[config.mk]
export PLATFORM = sky130hd
export DESIGN_NAME = key_strobe_conditioner_flat
export DESIGN_NICKNAME = d
export VERILOG_FILES = /design/src/rtl/key_strobe_conditioner_if.sv /design/src/rtl/key_strobe_conditioner.sv /design/src/flat_wrapper.sv
export SDC_FILE = /design/constraint.sdc
export NUM_CORES = 1
export LEC_CHECK = 0
export BUFFER_PORTS_ARGS = -buffer_cell sky130_fd_sc_hd__buf_2
export CAP_MARGIN = 15
export CORE_ASPECT_RATIO = 0.75
export CORE_MARGIN = 1.5
export CORE_UTILIZATION = 55
export CTS_CLUSTER_DIAMETER = 150
export CTS_CLUSTER_SIZE = 20
export DETAILED_ROUTE_END_ITERATION = 10
export HOLD_SLACK_MARGIN = 0.15
export PLACE_DENSITY = 0.76
export SYNTH_ARGS = -nofsm -noshare
export SYNTH_HDL_FRONTEND = slang
export SYNTH_SLANG_ARGS = --single-unit
[constraint.sdc]
create_clock -name clock -period 5.3 [get_ports clock]
set_input_delay 0.265 -clock clock [delete_from_list [all_inputs] [get_ports clock]]
set_output_delay 0.265 -clock clock [all_outputs]
set_load 0.005 [all_outputs]
[src/rtl/key_strobe_conditioner_if.sv]
// Push-button conditioner signal bundle.
// Ports:
//   key_raw     - raw, possibly bouncing button pin (toward the conditioner)
//   enable      - periodic one-cycle step strobe
//   a           - pending-press flag, held until consumed by a strobe
//   press_pulse - one-cycle pulse per accepted press
//   key_level   - debounced level, 1 = pressed
//   overrun     - one-cycle pulse when a press merges into a pending one
// master: the side that owns the button pin and consumes the strobes.
// slave:  the conditioner itself.
interface key_strobe_conditioner_if;
    logic key_raw;
    logic enable;
    logic a;
    logic press_pulse;
    logic key_level;
    logic overrun;

    modport master (
        output key_raw,
        input  enable, a, press_pulse, key_level, overrun
    );

    modport slave (
        input  key_raw,
        output enable, a, press_pulse, key_level, overrun
    );
endinterface

[src/rtl/key_strobe_conditioner.sv]
// Front-end for the lab Moore FSM: synchronizes and debounces a push-button,
// turns each accepted press into a pending flag `a`, and generates the
// free-running `enable` step strobe that consumes that flag.
// Ports:
//   clock   - rising-edge system clock
//   reset_n - asynchronous, active-low reset
//   key_if  - slave modport: key_raw in; enable, a, press_pulse,
//             key_level, overrun out
//
// Debounce FSM states:
//   state        | meaning
//   IDLE         | released, waiting for a pressed sample
//   PRESS_WAIT   | counting consecutive pressed samples
//   PRESSED      | press accepted, waiting for a released sample
//   RELEASE_WAIT | counting consecutive released samples
module key_strobe_conditioner #(
    parameter int DEBOUNCE_CYCLES = 500000,
    parameter int STROBE_DIV      = 25000000,
    parameter bit KEY_ACTIVE_LOW  = 1'b1
) (
    input  logic                      clock,
    input  logic                      reset_n,
    key_strobe_conditioner_if.slave   key_if
);

    localparam int CNT_W = (DEBOUNCE_CYCLES > 1) ? $clog2(DEBOUNCE_CYCLES) : 1;
    localparam int DIV_W = (STROBE_DIV > 1) ? $clog2(STROBE_DIV) : 1;
    localparam logic [CNT_W-1:0] CNT_LAST = CNT_W'(DEBOUNCE_CYCLES - 1);
    localparam logic [DIV_W-1:0] DIV_LAST = DIV_W'(STROBE_DIV - 1);
    // Raw pin level that means "released".
    localparam logic KEY_RELEASED = KEY_ACTIVE_LOW;

    typedef enum logic [1:0] {
        IDLE         = 2'd0,
        PRESS_WAIT   = 2'd1,
        PRESSED      = 2'd2,
        RELEASE_WAIT = 2'd3
    } deb_state_t;

    logic             s1;
    logic             s2;
    logic             key_on;
    deb_state_t       state;
    deb_state_t       state_next;
    logic [CNT_W-1:0] cnt;
    logic [CNT_W-1:0] cnt_next;
    logic             press_event;
    logic             level_next;
    logic [DIV_W-1:0] div_cnt;
    logic             enable_r;
    logic             a_r;
    logic             press_pulse_r;
    logic             key_level_r;
    logic             overrun_r;

    // Two-flop synchronizer; resets to the released pin level so a button
    // held through reset is seen as a fresh press afterwards.
    always_ff @(posedge clock or negedge reset_n) begin
        if (!reset_n) begin
            s1 <= KEY_RELEASED;
            s2 <= KEY_RELEASED;
        end else begin
            s1 <= key_if.key_raw;
            s2 <= s1;
        end
    end

    // Normalized: 1 = pressed regardless of pin polarity.
    assign key_on = s2 ^ KEY_ACTIVE_LOW;

    always_ff @(posedge clock or negedge reset_n) begin
        if (!reset_n) begin
            state <= IDLE;
            cnt   <= '0;
        end else begin
            state <= state_next;
            cnt   <= cnt_next;
        end
    end

    always_comb begin
        state_next  = state;
        cnt_next    = cnt;
        press_event = 1'b0;
        case (state)
            IDLE: begin
                if (key_on) begin
                    state_next = PRESS_WAIT;
                    cnt_next   = '0;
                end
            end
            PRESS_WAIT: begin
                if (!key_on) begin
                    state_next = IDLE;
                end else if (cnt == CNT_LAST) begin
                    state_next  = PRESSED;
                    press_event = 1'b1;
                end else begin
                    cnt_next = cnt + CNT_W'(1);
                end
            end
            PRESSED: begin
                if (!key_on) begin
                    state_next = RELEASE_WAIT;
                    cnt_next   = '0;
                end
            end
            RELEASE_WAIT: begin
                if (key_on) begin
                    state_next = PRESSED;
                end else if (cnt == CNT_LAST) begin
                    state_next = IDLE;
                end else begin
                    cnt_next = cnt + CNT_W'(1);
                end
            end
            default: begin
                state_next = IDLE;
                cnt_next   = '0;
            end
        endcase
    end

    // Registering from the next state makes key_level rise on the same edge
    // as press_pulse instead of one cycle later.
    assign level_next = (state_next == PRESSED) || (state_next == RELEASE_WAIT);

    // Free-running step strobe, independent of key activity.
    always_ff @(posedge clock or negedge reset_n) begin
        if (!reset_n) begin
            div_cnt  <= '0;
            enable_r <= 1'b0;
        end else begin
            enable_r <= (div_cnt == DIV_LAST);
            if (div_cnt == DIV_LAST) begin
                div_cnt <= '0;
            end else begin
                div_cnt <= div_cnt + DIV_W'(1);
            end
        end
    end

    // `a` survives the enable cycle (the FSM samples it there) and clears on
    // the edge that ends it, unless a new press lands on that same edge.
    // A press while one is still pending is merged and flagged as overrun.
    always_ff @(posedge clock or negedge reset_n) begin
        if (!reset_n) begin
            a_r           <= 1'b0;
            press_pulse_r <= 1'b0;
            key_level_r   <= 1'b0;
            overrun_r     <= 1'b0;
        end else begin
            a_r           <= press_event | (a_r & ~enable_r);
            press_pulse_r <= press_event;
            key_level_r   <= level_next;
            overrun_r     <= press_event & a_r & ~enable_r;
        end
    end

    assign key_if.enable      = enable_r;
    assign key_if.a           = a_r;
    assign key_if.press_pulse = press_pulse_r;
    assign key_if.key_level   = key_level_r;
    assign key_if.overrun     = overrun_r;

endmodule

[src/flat_wrapper.sv]
// flat-port wrapper written by rule: the top's interface ports become plain ports
module key_strobe_conditioner_flat 
#(
    parameter int DEBOUNCE_CYCLES = 500000,
    parameter int STROBE_DIV      = 25000000,
    parameter bit KEY_ACTIVE_LOW  = 1'b1
)
  (clock, reset_n, key_if_key_raw, key_if_enable, key_if_a, key_if_press_pulse, key_if_key_level, key_if_overrun);
  key_strobe_conditioner_if key_if_i ();
  input  logic clock;
  input  logic reset_n;
  input wire logic [$bits(key_if_i.key_raw)-1:0] key_if_key_raw;
  output wire logic [$bits(key_if_i.enable)-1:0] key_if_enable;
  output wire logic [$bits(key_if_i.a)-1:0] key_if_a;
  output wire logic [$bits(key_if_i.press_pulse)-1:0] key_if_press_pulse;
  output wire logic [$bits(key_if_i.key_level)-1:0] key_if_key_level;
  output wire logic [$bits(key_if_i.overrun)-1:0] key_if_overrun;
  assign key_if_i.key_raw = key_if_key_raw;
  assign key_if_enable = key_if_i.enable;
  assign key_if_a = key_if_i.a;
  assign key_if_press_pulse = key_if_i.press_pulse;
  assign key_if_key_level = key_if_i.key_level;
  assign key_if_overrun = key_if_i.overrun;
  key_strobe_conditioner #(.DEBOUNCE_CYCLES(DEBOUNCE_CYCLES), .STROBE_DIV(STROBE_DIV), .KEY_ACTIVE_LOW(KEY_ACTIVE_LOW)) u_core (.clock(clock), .reset_n(reset_n), .key_if(key_if_i));
endmodule
=== After elaboration in Yosys (flattened, before gate mapping) ===
Cells that the tools add are included.

* Logic and storage cells: 48
* Input port bits: 3
* Register bits after elaboration: 53

* Eq/ne operators: 11
* Bitwise logic cells: 5
* Reduce and logical (&&, ||, !) cells: 3
* Add/sub/neg operators: 2
* Multiplexer cells: 17

{| class="wikitable"
|+ Operator list
! kind !! count
|-
| two-way mux 19 bit || 5
|-
| one-hot mux 19 bit (4 select lines) || 1
|-
| adder 25 x 1 -> 25 bit, second input constant || 1
|-
| equality test 25 bit, second input constant || 1
|-
| two-way mux 25 bit || 1
|-
| adder 19 x 1 -> 19 bit, second input constant || 1
|-
| equality test 19 bit, second input constant || 1
|-
| two-way mux 2 bit || 6
|-
| equality test 2 bit, second input constant || 4
|-
| one-hot mux 2 bit (4 select lines) || 1
|-
| inequality test 2 x 1 -> 1 bit, second input constant || 2
|-
| inequality test 2 bit, second input constant || 2
|-
| AND reduction 4 bit || 1
|-
| bitwise AND 1 bit || 3
|-
| two-way mux 1 bit || 3
|-
| equality test 2 x 1 -> 1 bit, second input constant || 1
|-
| zero test 2 bit || 1
|-
| logical OR 1 bit || 1
|-
| NOT 1 bit || 1
|-
| OR 1 bit || 1
|}

=== Depth between registers and ports, before layout ===
Gate-level depths: netlist of run 1.

* Depth after elaboration: 6
* Gate-level depth with buffers: 6

=== Worst setup path before layout of run 1 ===
No wires, ideal clock.

* Path kind: flip-flop to flip-flop
* Start: register u_core.cnt[6]
* End: register u_core.overrun_r (netlist: u_core.key_if.overrun)
* Cell stages (with the launch flop): 6
* Arrival time: 1832 ps
* Path buffers: 1
* Path slack: 3367 ps
* Clock period less this slack: 1933 ps
* Data required time: 5199 ps
* Setup time: 101 ps
* Path through: dfrtp_1 -> or4b_1 -> nor4_2 -> buf_2 -> nand2_1 -> nor4_1

* Cells in the longest elaborated chain, start to end: 6

{| class="wikitable"
|+ RTL lines
! item !! line !! text
|-
| start, declared || key_strobe_conditioner.sv:45 || <nowiki>logic [CNT_W-1:0] cnt;</nowiki>
|-
| start signal, assigned || key_strobe_conditioner.sv:77 || <nowiki>cnt <= cnt_next;</nowiki>
|-
| equality test 19 bit || key_strobe_conditioner.sv:95 || <nowiki>end else if (cnt == CNT_LAST) begin</nowiki>
|-
| two-way mux 1 bit || key_strobe_conditioner.sv:95 ||
|-
| two-way mux 1 bit || key_strobe_conditioner.sv:93 || <nowiki>if (!key_on) begin</nowiki>
|-
| two-way mux 1 bit || key_strobe_conditioner.sv:85 || <nowiki>case (state)</nowiki>
|-
| bitwise AND 1 bit (2 in a row) || key_strobe_conditioner.sv:156 || <nowiki>overrun_r <= press_event & a_r & ~enable_r;</nowiki>
|-
| end signal, assigned || key_strobe_conditioner.sv:156 ||
|-
| end, declared || key_strobe_conditioner.sv:54 || <nowiki>logic overrun_r;</nowiki>
|}

No other way between the ends.
A chain may end at the register's enable or synchronous reset.

=== Worst setup path in the final report of run 1 ===
* Start: register u_core.cnt[6]
* End: register u_core.cnt[0]

* Cells in the longest elaborated chain, start to end: 4

{| class="wikitable"
|+ RTL lines
! item !! line
|-
| equality test 19 bit * || key_strobe_conditioner.sv:95, key_strobe_conditioner.sv:111
|-
| two-way mux 19 bit * || n/a
|-
| two-way mux 19 bit (on tied branches) || n/a
|-
| one-hot mux 19 bit (4 select lines) * || n/a
|}

Every way passes the cells marked *; elsewhere a longest branch is shown, timed or not. The select of a mux whose other input is x is not followed.

==> results of run 1 <==
-- final timing paths --
kind / slack, ns / endpoint / cells after the start
hold / removal: 0.36 / u_core.s2 / 0
min in group asynchronous: 0.59 / u_core.div_cnt[11] / 3
setup reg to reg: 2.66 / u_core.cnt[0] / 4
hold reg to reg: 0.36 / u_core.s2 / 0
max in group asynchronous: 4.26 / u_core.cnt[8] / 3
setup / recovery: 2.66 / u_core.cnt[0] / 4
-- cell families (layout without fill, tap and decap cells) --
family / count (synthesis) / after routing
buffers and inverters: 20 / 29
adders and majority gates: 2 / 2
muxes: 8 / 8
xor gates and xnor gates: 17 / 17
and+or+nand+nor: 122 / 122
DFF: 53 / 53
AOI/OAI and AO/OA: 45 / 45
-- metal layers --
layer	vias up	routed length, um	global-route usage, %
li1	998	-	-
met1	964	2658	33.48
met2	70	2146	29.47
met3	5	367	5.242
met4	0	44	6.875
met5	-	0	0
-- registers in the layout, indices dropped and copies added, names as in the netlist --
signal                     flops
u_core.div_cnt                25
u_core.key_if.enable           1
u_core.state                   2
u_core.key_if.press_pulse      1
u_core.cnt                    19
u_core.key_if.a                1
u_core.s1                      1
u_core.key_if.key_level        1
u_core.key_if.overrun          1
u_core.s2                      1
-- critical path, stage by stage (launching register included) --
cell and delay (ns):
dfrtp_1 0.43, or4b_1 0.54, nor4_2 0.88, a21oi_1 0.31, mux2_2 0.35
-- cell usage after synthesis (2+ instances only) --
cell and count:
or4b_1 2, mux2i_1 7, inv_1 10, or4_1 11, xnor2_1 6, nand2b_1 5
or3_1 10, nand4_1 13, ha_1 2, o31ai_1 9, o21ai_0 9, and4_1 5
nor2_1 12, nand3_1 13, buf_6 2, xor2_1 11, and4_2 2, nor3_1 10
buf_2 2, clkbuf_1 6, a21oi_1 20, nand2_1 26, and3_1 3, nor4_2 2
dfstp_2 2, o211ai_1 3, dfrtp_1 51
-- metrics by stage --
stage               hold WS, ns  utilization [%]  cell area [um2]  power [mW]  cells
global route             0.3696            62.29             2831      0.7066    333
floorplan              -0.03059                -             2655      0.4364    267
global placement         0.3495            59.87             2721      0.4489    323
detailed placement       0.3500            59.87             2721      0.4497    323
CTS                      0.3667            62.29             2831      0.6815    333
finish                   0.3637            62.29             2831      0.6733    333
-- what timing repair did --
item,CTS,global route
endpoints found under the hold margin,52,0
hold buffers,2,0
setup endpoints to repair,0,0
-- area by class of cell --
class / instances / area, um2 / area share [%]
Sequential cell: 53 / 1329 / 46.93
Timing Repair Buffer: 11 / 70.07 / 2.475
Inverter: 10 / 37.54 / 1.326
Multi-Input combinational cell: 194 / 1234 / 43.57
Tap cell: 57 / 71.32 / 2.519
Clock buffer: 8 / 90.09 / 3.182
-- power breakdown --
group          internal [mW]  switching, mW  total [mW]
logic                0.00843         0.0176      0.0260
clock network          0.107          0.124       0.230
registers              0.410        0.00703       0.417
total                  0.525          0.148       0.673
==> flow_metrics.env, run 1 <==
export IMPL_dp_final_hpwl_um=3589
export IMPL_worstSetupPathType="flip-flop to flip-flop"
export IMPL_dr_pass1_iters=4
export IMPL_arrival_ns=2.82
export IMPL_synth_top_area_cell="dfrtp_1"
export IMPL_avgSynthCellArea_um2=9.944
export IMPL_synth_xor_area_share_pct=5.608
export IMPL_cts_tree="built"
export IMPL_grt_pass1_vias=1861
export IMPL_cts_buffer_depth=2
export IMPL_fin_skew_ns=0.005819
export IMPL_synth_compound_area_share_pct=10.18
export IMPL_antenna_cells=0
export IMPL_syn_area_mm2=0.002655
export IMPL_detail_route_antenna_nets=0
export IMPL_fp_dieW_um=83.23
export IMPL_rsz0062_at_grt="false"
export IMPL_wl_per_cell_um=15.67
export IMPL_tightest_slew_ns=1.014
export IMPL_die_y_um=63.17
export IMPL_post_place_ws_ns=2.747
export IMPL_ys_flop_type="dfrtp_1"
export IMPL_path_clk_slew_ns=0.09
export IMPL_worst_slack_ns=2.665
export IMPL_status="completed"
export IMPL_drc=0
export IMPL_yosysTopAreaCellShare_pct=48.07
export IMPL_clock_latency_ns=0.30
export IMPL_cts_root_buf="clkbuf_8"
export IMPL_ctsResizeCount=0
export IMPL_yosys_warnings=0
export IMPL_synthSimpleGateAreaFrac_pct=26.67
export IMPL_worstHoldStart="u_core.s1"
export IMPL_port_buffers=7
export IMPL_htree_num_levels=2
export IMPL_p_leak_nw=1.191
export IMPL_syn_num_nets=272
export IMPL_final_hold_viol_count=0
export IMPL_final_cell_mix="51 x dfrtp_1, 26 x nand2_1, 20 x a21oi_1, 13 x nand4_1, 13 x nand3_1"
export IMPL_core_area_mm2=0.004546
export IMPL_reg2reg_from="u_core.cnt[6]"
export IMPL_worstPathRequired_ns=5.48
export IMPL_dieArea_mm2=0.005257
export IMPL_drt_iter0_markers=212
export IMPL_numCtsBuffers=5
export IMPL_post_cts_buffers=0
export IMPL_layout_drive_gt1_share_pct=9.420
export IMPL_synth_cell_type_count=40
export IMPL_slew_headroom_pct=31.93
export IMPL_fmax_mhz=379.5
export IMPL_path_max_fanout=12
export IMPL_final_min_clock_period_ns=2.635
export IMPL_vias=2037
export IMPL_final_common_cell="dfrtp_1"
export IMPL_critPathCaptureType="flip-flop"
export IMPL_grt_overflow=0
export IMPL_antenna_found_initial=0
export IMPL_synth_edff_count=0
export IMPL_maxCapViolations=0
export IMPL_synth_top_family_by_area="simple AND/OR/NAND/NOR gates"
export IMPL_period_share_pct=49.72
export IMPL_power_density_mw_per_mm2=237.8
export IMPL_critical_path_startpoint="u_core.cnt[6]"
export IMPL_netlist_instances=267
export IMPL_ys_ff_latch=53
export IMPL_place_congestion=0.9105
export IMPL_grt_max_degree=54
export IMPL_synth_mux_area_share_pct=3.063
export IMPL_grt_pass1_wl_um=8921
export IMPL_fillerInstances=373
export IMPL_async_reset_ff_share_pct=100.0
export IMPL_vias_per_cell=6.117
export IMPL_totalNegativeSetupSlack_ns=0
export IMPL_start_util_pct=58.41
export IMPL_clock_sinks=53
export IMPL_yosysSeqAreaShare_pct=50.05
export IMPL_row_count=21
export IMPL_ir_drop_mv=0.1789
export IMPL_finalSetupViolCount=0
export IMPL_track_usage_pct=21.59
export IMPL_wirelength_um=5217
export IMPL_io_pins=8
export IMPL_finalMaxSlewViolations=0
export IMPL_synth_area_leaders="dfrtp_1 48%, a21oi_1 3.8%, nand2_1 3.7%"
export IMPL_yosys_area_share_adder_pct=0.9425
export IMPL_syn_to_final_growth_pct=6.645
export IMPL_worst_setup_path_start_kind="flip-flop"
export IMPL_hp_class="flip-flop to flip-flop"
export IMPL_num_nets_final=280
No activity file was read; power rests on OpenSTA's default activity.
==> run 2, diff against run 1 <==
PLACE_DENSITY = 0.79   (was 0.76)
clock period = 2.2 ns   (was 5.3 ns; I/O delays follow)
==> run 2 against run 1 <==
Against the previous run:
- clock power is 140% higher
- fmax is 27% higher
- core utilization grew 1.1 points
- global-route usage is 0.24 points higher
- worst hold slack better by 0.0031 ns
- flip-flop and latch count unchanged
- clock-buffer cell count decreased by 2
- critical path type unchanged
- critical endpoint is now u_core.div_cnt[19]
==> flow_metrics.env, run 2 (synthesis results as in run 1) <==
export IMPL_status="completed"
export IMPL_slowest_delay_ns=0.68
export IMPL_grt_pass1_wl_um=9094
export IMPL_numCtsBuffers=5
export IMPL_period_share_pct=94.16
export IMPL_maxCapViolations=0
export IMPL_worstSetupPathType="flip-flop to flip-flop"
export IMPL_totalNegativeSetupSlack_ns=0
export IMPL_critPathCaptureType="flip-flop"
export IMPL_endpoint="u_core.div_cnt[19]"
export IMPL_track_usage_pct=21.82
export IMPL_grt_pass1_vias=1931
export IMPL_layout_drive_gt1_share_pct=12.06
export IMPL_path_common_cell="or4_1"
export IMPL_tightest_slew_ns=0.7173
export IMPL_vias_per_cell=6.097
export IMPL_dpl_cell_area_mm2=0.002766
export IMPL_final_hold_viol_count=0
export IMPL_num_nets_final=286
export IMPL_dr_pass1_iters=5
export IMPL_cp_cell_sequence="nand4_2 > or4_1 > or4_1 > a21oi_1"
export IMPL_sw_frac_of_total_pct=23.80
export IMPL_grt_max_degree=54
export IMPL_clock_sinks=53
export IMPL_die_y_um=63.17
export IMPL_path_buf_inv=0
export IMPL_worstPathRequired_ns=2.44
export IMPL_core_area_mm2=0.004546
export IMPL_path_max_fanout=6
export IMPL_syn_to_final_growth_pct=8.482
export IMPL_final_min_clock_period_ns=2.072
export IMPL_r2r_slack_ns=0.13
export IMPL_final_common_cell="dfrtp_1"
export IMPL_vias=2067
export IMPL_largest_reg_flops=25
export IMPL_reg2regPathDepth=4
export IMPL_fin_skew_ns=0.009360
export IMPL_finalSetupViolCount=0
export IMPL_seq_power_share_pct=61.9
export IMPL_crit_slowest_cell="or4_1"
export IMPL_final_cell_mix="51 x dfrtp_1, 26 x nand2_1, 20 x a21oi_1, 13 x nand4_1, 13 x nand3_1"
export IMPL_cts_tree="built"
export IMPL_worst_setup_path_start_kind="flip-flop"
export IMPL_port_buffers=7
export IMPL_largestRegisters="u_core.div_cnt x25, u_core.cnt x19, u_core.state x2"
export IMPL_grt_overflow=0
export IMPL_pwr_share_comb_pct=4.0
export IMPL_drc=0
export IMPL_htree_num_levels=2
export IMPL_path_clk_slew_ns=0.10
export IMPL_finalMaxSlewViolations=0
export IMPL_p_leak_nw=1.227
export IMPL_largest_register="u_core.div_cnt"
export IMPL_critical_path_startpoint="u_core.div_cnt[2]"
export IMPL_whs_ns=0.3668
export IMPL_power_density_mw_per_mm2=563.9
export IMPL_p_sw_mw=0.3865
export IMPL_dp_final_hpwl_um=3539
export IMPL_clock_latency_ns=0.32
export IMPL_pwr_share_clk_pct=34.1
export IMPL_fp_dieW_um=83.23
export IMPL_antenna_found_initial=0
export IMPL_critPathTopFamily="simple AND/OR/NAND/NOR gates"
export IMPL_slew_headroom_pct=52.01
export IMPL_drt_iter0_markers=160
export IMPL_fmax_mhz=482.7
export IMPL_detail_route_antenna_nets=0
export IMPL_io_pins=8
export IMPL_cts_buffer_depth=2
export IMPL_wirelength_um=5181
export IMPL_start_util_pct=58.41
export IMPL_hp_class="flip-flop to flip-flop"
export IMPL_p_int_mw=1.238
export IMPL_rsz0062_at_grt="false"
export IMPL_arrival_ns=2.31
export IMPL_antenna_cells=0
export IMPL_fin_area_mm2=0.002880
export IMPL_wl_per_cell_um=15.28
export IMPL_ir_drop_mv=0.4148
export IMPL_regToRegEndpoint="u_core.div_cnt[19]"
export IMPL_reg2reg_from="u_core.div_cnt[2]"
export IMPL_dieArea_mm2=0.005257
export IMPL_row_count=21
export IMPL_cts_root_buf="clkbuf_8"
export IMPL_total_power_mw=1.624
export IMPL_crit_cells=4
export IMPL_place_congestion=0.8751
run 2: metrics by stage:
stage | setup WS, ns | std cells | util (%)
finish | 0.1285 | 339 | 63.36
global route | 0.02734 | 339 | 63.36
CTS | 0.1382 | 339 | 63.20
detailed placement | 0.1414 | 329 | 60.86
global placement | 0.2131 | 329 | 60.86
floorplan | 0.2667 | 267 | -
run 2: what timing repair did:
| item | 4_1_cts | 5_1_grt |
|---|---|---|
| setup buffers | 0 | 0 |
| hold buffers | 2 | 0 |
| setup endpoints to repair | 0 | 1 |
| endpoints found under the hold margin | 52 | 0 |
| gates resized for setup | 0 | 1 |
run 2: worst min-delay path by stage:
stage | startpoint | to | slack (ns) | cells after the start
final | u_core.s1 | u_core.s2 | 0.37 | 0
after global routing | u_core.s1 | u_core.s2 | 0.38 | 0
after CTS | u_core.s1 | u_core.s2 | 0.37 | 0
after detailed placement | key_if_key_raw | u_core.s1 | 0.22 | 1
after global placement | key_if_key_raw | u_core.s1 | 0.22 | 1
after floorplan | reset_n | u_core.cnt[0] | -0.19 | 0
run 2: routing by layer:
metal	global-route usage [%]	vias up	routed length, um
met3	6.815	6	279
met1	32.22	980	2672
li1	-	1014	-
met2	31.00	67	2170
met5	0	-	0
met4	6.042	0	58
run 2: area by class of cell:
cell class                 instances  area [um2]
clock buffer                       6       72.57
clock inverter                     2       13.76
fill                             364        1665
inverter                          10       37.54
multi-input combinational        194        1241
sequential                        53        1329
tap                               57       71.32
timing repair buffer              17       115.1
run 2: power groups by stage:
stage	combinational, mW	clock [mW]	sequential [mW]
floorplan	0.0354	0	1.02
global placement	0.0599	0	1.02
detailed placement	0.0633	0	1.02
CTS	0.0660	0.572	1.00
global route	0.0757	0.612	1.01
finish	0.0654	0.554	1.00
==> run 3, diff against run 2 <==
clock period = 1.77 ns   (was 2.2 ns; I/O delays follow)
==> run 3 against run 2 <==
Against the previous run:
- final area grew 33%
- cell count grew 19%
- routed wire length grew 96%
- the run now ends with setup timing left
- global-route usage grew 8.2 points
- combinational power grew 120%
- largest cell class is now multi-input gates
- sequential share of layout area shrank 11 points
- clock power grew 24%
- worst hold slack lost 0.11 ns
- first-iteration DRC count grew to 2.7 times the previous value
- clock-buffer cell count grew 2
- critical endpoint is now u_core.div_cnt[22]
==> flow_metrics.env, run 3 (synthesis results as in run 1) <==
export IMPL_pwr_share_comb_pct=7.0
export IMPL_drt_iter0_markers=438
export IMPL_largest_reg_flops=25
export IMPL_final_hold_viol_count=0
export IMPL_maxCapViolations=0
export IMPL_largestRegisters="u_core.div_cnt x25, u_core.cnt x19, u_core.state x2"
export IMPL_path_max_fanout=8
export IMPL_num_nets_final=352
export IMPL_worstPathRequired_ns=2.02
export IMPL_fin_area_mm2=0.003827
export IMPL_fillerInstances=215
export IMPL_reg2reg_from="u_core.div_cnt[0]"
export IMPL_antenna_cells=0
export IMPL_clock_sinks=53
export IMPL_seq_power_share_pct=59.9
export IMPL_p_leak_nw=1.657
export IMPL_grt_max_degree=21
export IMPL_grt_pass1_vias=2489
export IMPL_final_min_clock_period_ns=1.933
export IMPL_hp_class="primary input to async pin"
export IMPL_reg2regPathDepth=5
export IMPL_vias_per_cell=7.168
export IMPL_cts_root_buf="clkbuf_8"
export IMPL_fmax_mhz=517.4
export IMPL_path_common_cell="or4_4"
export IMPL_seq_area_mm2=0.001329
export IMPL_sw_frac_of_total_pct=24.21
export IMPL_p_int_mw=1.573
export IMPL_fin_skew_ns=0.01646
export IMPL_detail_route_antenna_nets=0
export IMPL_wl_per_cell_um=25.01
export IMPL_antenna_found_initial=0
export IMPL_regToRegEndpoint="u_core.div_cnt[22]"
export IMPL_worstSetupPathType="flip-flop to flip-flop"
export IMPL_clock_latency_ns=0.32
export IMPL_worst_slack_ns=-0.1628
export IMPL_path_clk_slew_ns=0.10
export IMPL_fp_dieW_um=83.23
export IMPL_period_share_pct=109.2
export IMPL_row_count=21
export IMPL_numCtsBuffers=5
export IMPL_vias=2903
export IMPL_status="finished with violations"
export IMPL_io_pins=8
export IMPL_finalMaxSlewViolations=0
export IMPL_layout_drive_gt1_share_pct=44.25
export IMPL_r2r_slack_ns=-0.16
export IMPL_largest_register="u_core.div_cnt"
export IMPL_post_route_util_pct=84.20
export IMPL_slowest_delay_ns=0.60
export IMPL_violations="setup timing"
export IMPL_multi_input_area_mm2=0.001630
export IMPL_totalNegativeSetupSlack_ns=-2.878
export IMPL_critPathCaptureType="flip-flop"
export IMPL_dpl_cell_area_mm2=0.003144
export IMPL_tightest_slew_ns=0.4554
export IMPL_arrival_ns=2.18
export IMPL_drc=0
export IMPL_grt_pass1_wl_um=12320
export IMPL_final_cell_mix="61 x buf_4, 51 x dfrtp_1, 23 x nand2_1, 13 x nand4_1"
export IMPL_power_density_mw_per_mm2=542.4
export IMPL_track_usage_pct=30.03
export IMPL_cts_buffer_depth=2
export IMPL_slew_headroom_pct=69.62
export IMPL_finalSetupViolCount=35
export IMPL_grt_overflow=0
export IMPL_cp_cell_sequence="ha_4 > nand4_1 > or4_4 > or4_4 > a21oi_2"
export IMPL_cts_tree="built"
export IMPL_final_common_cell="buf_4"
export IMPL_worst_setup_path_start_kind="flip-flop"
export IMPL_core_area_mm2=0.004546
export IMPL_ir_drop_mv=0.5885
export IMPL_place_congestion=0.8917
export IMPL_port_buffers=7
export IMPL_htree_num_levels=2
export IMPL_syn_to_final_growth_pct=44.16
export IMPL_crit_slowest_cell="or4_4"
export IMPL_start_util_pct=58.41
export IMPL_dieArea_mm2=0.005257
export IMPL_pwr_share_clk_pct=33.1
export IMPL_die_y_um=63.17
export IMPL_dp_final_hpwl_um=4461
export IMPL_wirelength_um=10130
export IMPL_dr_pass1_iters=6
export IMPL_post_place_ws_ns=-0.2406
export IMPL_rsz0062_at_grt="true"
export IMPL_p_sw_mw=0.5025
## run 3: changes by cell type in the layout (fill, tap and decap cells not counted), sizes merged
| cell | previous run | this run |
|---|---|---|
| clkbuf | 6 | 9 |
| inv | 11 | 10 |
| buf | 15 | 79 |
| clkinv | 1 | 0 |
| or4 | 12 | 13 |
## run 3: critical path: cells and delay by family (launching register included)
family          cells  cell delay [ns]
compound gates      1             0.15
simple gates        3             1.13
fa+ha+maj           1             0.16
flops               1             0.42
## run 3: how the worst max path moves through the flow
stage | startpoint | depth (start not counted) | to | slack [ns]
CTS | u_core.cnt[12] | 5 | u_core.cnt[0] | -0.08
global placement | u_core.div_cnt[12] | 4 | u_core.div_cnt[22] | -0.09
floorplan | u_core.div_cnt[2] | 5 | u_core.div_cnt[22] | -0.03
detailed placement | u_core.cnt[7] | 5 | u_core.key_if.overrun | -0.24
finish | u_core.div_cnt[0] | 5 | u_core.div_cnt[22] | -0.16
global route | u_core.div_cnt[0] | 6 | u_core.div_cnt[20] | -0.20
## run 3: routing by layer
metal | part of all wire (%) | up-vias | GRT usage (%)
met1 | 38 | 1389 | 42.27
met3 | 13 | 88 | 9.043
met4 | 5.6 | 0 | 9.167
met2 | 44 | 275 | 45.02
li1 | - | 1151 | -
met5 | 0 | - | 0
## run 3: per-stage QoR
stage	power [mW]	std cells	hold WS, ns
floorplan	1.307	267	-0.2071
global placement	1.372	373	0.04756
detailed placement	1.378	373	0.05052
CTS	2.033	398	0.2541
global route	2.132	405	0.2926
finish	2.076	405	0.2599
## run 3: final cells by class
cell class	count	share of cell area, %
sequential	53	34.72
tap	57	1.863
multi-input combinational	195	42.60
clock buffer	8	2.092
timing repair buffer	82	17.75
inverter	10	0.9807
## run 3: repair_timing
action                                  CTS  global route
gates cloned                              2             0
gates resized for setup                  33            55
buffers inserted                         13             7
hold buffers                              2             0
endpoints found under the hold margin    54             0
pin swaps                                14            14
endpoints found under the setup margin   30            38
## run 3: power by group through the flow
| stage | combinational (mW) | clock (mW) | sequential, mW |
|---|---|---|---|
| floorplan | 0.0447 | 0 | 1.26 |
| finish | 0.145 | 0.688 | 1.24 |
| global placement | 0.109 | 0 | 1.26 |
| CTS | 0.125 | 0.666 | 1.24 |
| global route | 0.160 | 0.727 | 1.24 |
| detailed placement | 0.113 | 0 | 1.26 |
